==> src/rtl/cpu_cycle_sequencer.sv <==
// Cycle sequencer for the 6502-compatible core: two-phase enables, one-hot
// T-state, opcode/previous-opcode latches and RESET/NMI/IRQ arbitration.
module cpu_cycle_sequencer #(
  parameter int unsigned TW = 7
) (
  input  logic          clk,
  input  logic          rst_n,
  input  logic          rdy,
  input  logic [7:0]    opIn,
  input  logic          lastCycle,
  input  logic          nmi_n,
  input  logic          irq_n,
  input  logic          statusI,
  output logic          phi1,
  output logic          phi2,
  output logic [TW-1:0] T,
  output logic [7:0]    OP,
  output logic [7:0]    prevOP,
  output logic [2:0]    activeInt,
  output logic          sync,
  output logic          seqErr
);

  typedef enum logic {
    PH1 = 1'b0,
    PH2 = 1'b1
  } phase_t;

  typedef enum logic [2:0] {
    INT_NONE = 3'b000,
    INT_IRQ  = 3'b001,
    INT_NMI  = 3'b010,
    INT_RES  = 3'b100
  } int_t;

  localparam logic [TW-1:0] T1 = {{(TW-1){1'b0}}, 1'b1};

  phase_t        phase, phaseNext;
  int_t          intQ, intNext;
  logic [TW-1:0] tNext;
  logic [7:0]    opNext, prevNext;
  logic          resPend, resPendNext;
  logic          nmiPend, nmiPendNext;
  logic          seqErrNext;
  logic          nmiPrev;
  logic          nmiFall;
  logic          resLive;

  assign nmiFall   = nmiPrev & ~nmi_n;
  assign phi1      = (phase == PH1);
  assign phi2      = (phase == PH2);
  assign sync      = T[0];
  assign activeInt = intQ;

  // RESET is consumed when its service starts (the forced-BRK opcode latch),
  // so a pending reset cannot be re-taken at that sequence's own boundary.
  assign resLive = resPend & ~(T[0] & (intQ == INT_RES));

  always_comb begin
    phaseNext   = phase;
    tNext       = T;
    opNext      = OP;
    prevNext    = prevOP;
    intNext     = intQ;
    resPendNext = resPend;
    nmiPendNext = nmiPend | nmiFall;
    seqErrNext  = seqErr;

    if (phase == PH1) begin
      phaseNext = PH2;
    end else if (rdy) begin
      phaseNext = PH1;

      if (lastCycle) begin
        tNext = T1;
      end else if (T[TW-1]) begin
        tNext      = T1;
        seqErrNext = 1'b1;
      end else begin
        tNext = T << 1;
      end

      if (T[0]) begin
        prevNext = OP;
        opNext   = (intQ != INT_NONE) ? 8'h00 : opIn;
        if (intQ == INT_RES) resPendNext = 1'b0;
      end

      if (lastCycle) begin
        if (resLive) begin
          intNext     = INT_RES;
          resPendNext = 1'b0;
        end else if (nmiPend) begin
          intNext     = INT_NMI;
          nmiPendNext = nmiFall;
        end else if (!irq_n && !statusI) begin
          intNext = INT_IRQ;
        end else begin
          intNext = INT_NONE;
        end
      end
    end
  end

  always_ff @(posedge clk) begin
    if (!rst_n) begin
      phase   <= PH1;
      T       <= T1;
      OP      <= '0;
      prevOP  <= '0;
      intQ    <= INT_RES;
      resPend <= 1'b1;
      nmiPend <= 1'b0;
      seqErr  <= 1'b0;
      nmiPrev <= nmi_n;
    end else begin
      phase   <= phaseNext;
      T       <= tNext;
      OP      <= opNext;
      prevOP  <= prevNext;
      intQ    <= intNext;
      resPend <= resPendNext;
      nmiPend <= nmiPendNext;
      seqErr  <= seqErrNext;
      nmiPrev <= nmi_n;
    end
  end

endmodule

==> config.mk <==
export PLATFORM = sky130hd
export DESIGN_NAME = cpu_cycle_sequencer
export DESIGN_NICKNAME = d
export VERILOG_FILES = /design/src/rtl/cpu_cycle_sequencer.sv
export SDC_FILE = /design/constraint.sdc
export NUM_CORES = 1
export LEC_CHECK = 0
export CAP_MARGIN = 5
export CORE_MARGIN = 8
export CORE_UTILIZATION = 43
export DETAILED_ROUTE_END_ITERATION = 10
export MAX_ROUTING_LAYER = met4
export PLACE_DENSITY = 0.87
export SETUP_SLACK_MARGIN = 0.5
export SKIP_LAST_GASP = 1
export SYNTH_ARGS = -nofsm -noshare
export SYNTH_HDL_FRONTEND = slang
export SYNTH_SLANG_ARGS = --single-unit
==> constraint.sdc <==
create_clock -name clk -period 1.55 [get_ports clk]
set_clock_uncertainty 0.15 [all_clocks]
set_input_delay 0.465 -clock clk [delete_from_list [all_inputs] [get_ports clk]]
set_output_delay 0.465 -clock clk [all_outputs]
set_load 0.1 [all_outputs]
Word level (Yosys, flattened, before mapping)
Cells that the tools add are included.
Widths: inputs -> output; s select.
- bits in writable memories: 0
- output and inout port bits: 30
- bits in read-only memories: 0
- flip-flop bits (word level): 31
- logic and storage cells: 43
- latch bits: 0
- memories: 0
- $add $sub $neg: 0
- bitwise gates (word level): 8
- $mul: 0
- div/mod/pow operators: 0
- eq/ne operators: 1
- muxes and demuxes: 17
- shift operators: 0
- order comparisons: 0
- reduce and logical (&&, ||, !) cells: 8
- operator list (cell ; count):
    $mux 7 ; 2
    $mux 1 ; 12
    $mux 8 ; 1
    $reduce_and 3->1 ; 2
    $not 1->1 ; 4
    $reduce_and 4->1 ; 1
    $and 1x1->1 ; 3
    $eq 3x3->1 const B ; 1
    $mux 3 ; 1
    $reduce_bool 3->1 ; 1
    $logic_not 1->1 ; 2
    $mux 2 ; 1
    $reduce_and 2->1 ; 1
    $logic_and 1x1->1 ; 1
    $or 1x1->1 ; 1

Logic depth before layout (Yosys ltp)
- depth in word-level cells: 8
- depth in mapped cells: 5
- depth with buffers taken out: 3

Least setup slack after synthesis
No wires, ideal clock.
- path type: register -> output
- start point: register phase, in the netlist phi2
- end point: output port phi1
- stages on the path, launching flop included: 2
- arrival: 1.720 ns
- data required time: 0.935 ns
- setup slack: -0.785 ns
- path through: dfxtp_1 > inv_1
- longest elaborated chain between the ends: 1
- ends and longest elaborated chain (element ; line ; RTL):
    start: declaration ; 38 ; phase_t phase, phaseNext;
    start signal: assignment ; 117 ; phase <= phaseNext;
    $not 1->1 ; n/a ;
    end: declaration ; 14 ; output logic phi1,
Every way passes these cells.

Final worst setup path
- start point: register phase, in the netlist phi2
- end point: register OP[7]
- longest elaborated chain between the ends: 1
- ends and longest elaborated chain (element ; line ; RTL):
    $reduce_and 3->1 (no line) ; n/a ;
    end signal: assignment ; 119 ; OP <= opNext;
    end: declaration ; 17 ; output logic [7:0] OP,
Every way passes these cells.
A chain may end at the register's enable or synchronous reset.

==> impl_metrics.py <==
metrics = {
    "status": {
        "status": "finished with violations",
        "violations": "setup timing",
    },
    "timing": {
        "rsz0062_at_grt": "yes",
        "setup_ws_ps": -148,
        "clock.fmax_ghz": 0.589,
        "holdWs_ps": 366,
        "finalMaxSlewViolations": 0,
        "worst_pin_slew_ps": 356,
        "fin_crit_sh": 1.10,
        "finalSetupViolCount": 19,
        "finalHoldViolCount": 0,
        "period_needed_ps": 1700,
        "relSlewSlack": 0.762,
    },
    "final_layout": {
        "post-route-util": 0.953,
        "syn_to_final_growth_pct": 114,
        "layout_commonest_cell": "buf_12",
        "multi_input_comb_area_um2": 643,
        "nFillCells": 58,
        "seqCellArea_um2": 726,
        "diodes": 0,
        "nets": 228,
        "final_cell_mix": "31 x buf_12, 30 x buf_4, 28 x dfxtp_4, 25 x nand2_1, 14 x a21boi_1",
        "drive_gt1_frac": 0.617,
    },
    "global_route": {
        "grt_pass1_wl_mm": 7.53,
        "grtUsageTotal": 0.222,
        "antenna_found_initial": 0,
        "grt_overflow": 0,
        "grt_max_degree": 17,
        "grt_pass1_vias": 1483,
    },
    "floorplan": {
        "dieArea_mm2": 0.00476,
        "core-area_mm2": 0.00271,
        "io_pins": 45,
        "initial_core_util": 0.445,
        "die_y_um": 69.0,
        "rows": 19,
        "dieWidth_um": 69.0,
    },
    "clock_tree": {
        "clkSinkCount": 31,
        "clk_path_buf_depth": 2,
        "cts_tree": "yes",
        "ctsHoldBuffers": 0,
        "numCtsBuffers": 5,
        "cts_root_buf": "clkbuf_4",
        "clk_pin_slew_ps": 110,
        "clk_latency_ps": 350,
        "h-tree-depth": 2,
    },
    "yosys": {
        "syn_avg_cell_area_um2": 9.35,
        "synth_area_mm2": 0.00121,
        "yosysUniqueCellTypes": 26,
        "synthesis.instances": 129,
        "yosys_warnings": 0,
        "synth-seq-cells": 31,
        "ys_seq_area_frac": 0.515,
        "synth_nets": 144,
    },
    "placement": {
        "place_congestion": 0.826,
        "pre_cts_slack_ps": -326,
        "dp_hpwl_mm": 2.79,
        "port_buffers": 44,
    },
    "hold_path": {
        "hold_path.class": "reg -> reg",
        "hold_start": "prevOP[6]",
        "min_path_cells": 2,
        "hold_end": "prevOP[6]",
    },
    "critical_path": {
        "path_cells": "buf_4 -> buf_4 -> buf_6 -> and2_4 -> buf_12 -> nand4_1 -> a21boi_1",
        "crit_buf_inv": 4,
        "critical_path_arrival_ps": 1810,
        "rr_worst_depth": 7,
        "cp_top_family": "buffers and inverters",
        "r2r-end": "OP[7]",
        "r2r_slack_ps": -150,
        "worst-path-max-fanout": 9,
        "critPathCaptureType": "flop",
        "crit_required_ps": 1660,
        "critPathLaunchType": "flop",
        "slowest_delay_ps": 410,
        "path_common_cell": "buf_4",
        "path_depth": 7,
        "r2r_start": "phi2",
        "cp_slowest_cell": "dfxtp_4",
        "path_class": "reg -> reg",
    },
    "detailed_routing": {
        "vias": 1512,
        "drtIter0Drc": 225,
        "viasPerCell": 6.17,
        "routed_wl_mm": 6.45,
        "drc": 0,
        "wire_per_inst_um": 26.3,
        "dr.pass1.iters": 4,
        "ant_nets": 0,
    },
    "power_and_ir_drop": {
        "switching_share": 0.328,
        "p_int_mw": 1.11,
        "p_switching_uw": 540,
        "clock_power_share": 0.286,
        "combinationalPowerShare": 0.233,
        "p_per_area_mw_per_mm2": 637,
        "p_leak_nw": 1.03,
        "power_frac_seq": 0.481,
        "max-vdd-ir-drop_mv": 0.718,
    },
    "job": {
        "maxCapViolCount": 0,
    },
}
## metrics by stage
stage / power [mW] / TNS [ps] / area (um^2) / cells
final: 1.65 / -722 / 2580 / 245
after global routing: 1.70 / -1050 / 2580 / 245
after global placement: 1.09 / -6040 / 2130 / 204
after floorplan: 0.970 / -128 / 1350 / 129
after CTS: 1.55 / -80.1 / 2460 / 239
after detailed placement: 1.09 / -7770 / 2130 / 204
## power by group through the flow
| stage | clock network [mW] | registers [mW] | logic, mW |
|---|---|---|---|
| after CTS | 0.436 | 0.785 | 0.333 |
| after global routing | 0.512 | 0.792 | 0.392 |
| final | 0.471 | 0.791 | 0.384 |
| after global placement | 0 | 0.809 | 0.277 |
| after floorplan | 0 | 0.866 | 0.104 |
| after detailed placement | 0 | 0.810 | 0.283 |
## tightest hold or removal path: cells and delay by family, from the launching register on
kind | cells | cell delay [ps]
simple gates | 1 | 60
flops | 1 | 360
compound gates | 1 | 60
## cells by family (layout without fill, tap and decap cells)
logic type / count (synthesis) / in the layout / synth area share
compound gates: 32 / 32 / 0.201
buf+inv: 12 / 96 / 0.0571
flops: 31 / 31 / 0.515
simple gates: 54 / 55 / 0.227
## sequential cells by signal, indices dropped and copies added (netlist names)
register   cells
OP             8
T              7
activeInt      3
nmiPend        1
nmiPrev        1
phi2           1
prevOP         8
resPend        1
seqErr         1
## routing by layer
metal	vias to the layer above	track usage	wire (um)
met4	0	0.0727	306
met3	32	0.0549	502
met1	737	0.238	2370
li1	627	-	-
met5	-	-	0
met2	116	0.391	3270
## worst max-delay path by stage
stage	from	to	slack, ps
4_1_cts	phi2	phi1	-80
5_1_grt	phi2	OP[7]	-150
6_report	phi2	OP[7]	-150
3_5_place_dp	rdy	T[3]	-330
3_3_place_gp	rdy	T[4]	-250
2_1_floorplan	phi2	phi1	-130
## cell usage after synthesis, drive strengths merged
master	count	share of area
a22o	5	0.036
nand4	8	0.041
a21boi	18	0.11
clkinv	1	0.0031
buf	7	0.041
nor2	2	0.0062
and3	3	0.020
inv	2	0.0062
and2	2	0.010
nor2b	1	0.0052
dfxtp	31	0.51
o211ai	2	0.012
clkbuf	2	0.0062
nand3	6	0.025
nand2	29	0.090
o21ai	3	0.012
nor4b	1	0.0073
a21oi	2	0.0083
nor3b	2	0.022
o21a	1	0.0062
o41ai	1	0.013
## layout make-up
type | instances | share of cell area
repair buffers | 85 | 0.427
flip-flops and latches | 31 | 0.281
multi-input cells | 87 | 0.249
clock buffers | 6 | 0.0160
well taps | 31 | 0.0150
inverters | 3 | 0.00969
clock inverters | 2 | 0.00291
## what timing repair did
action                                  in CTS  in global routing
endpoints found under the setup margin      60                 60
cloned                                       2                  0
resized for setup                           34                 18
buffers inserted                            25                  6
pin swaps                                   19                 15
Note: power is estimated with default switching activity, not from simulation.
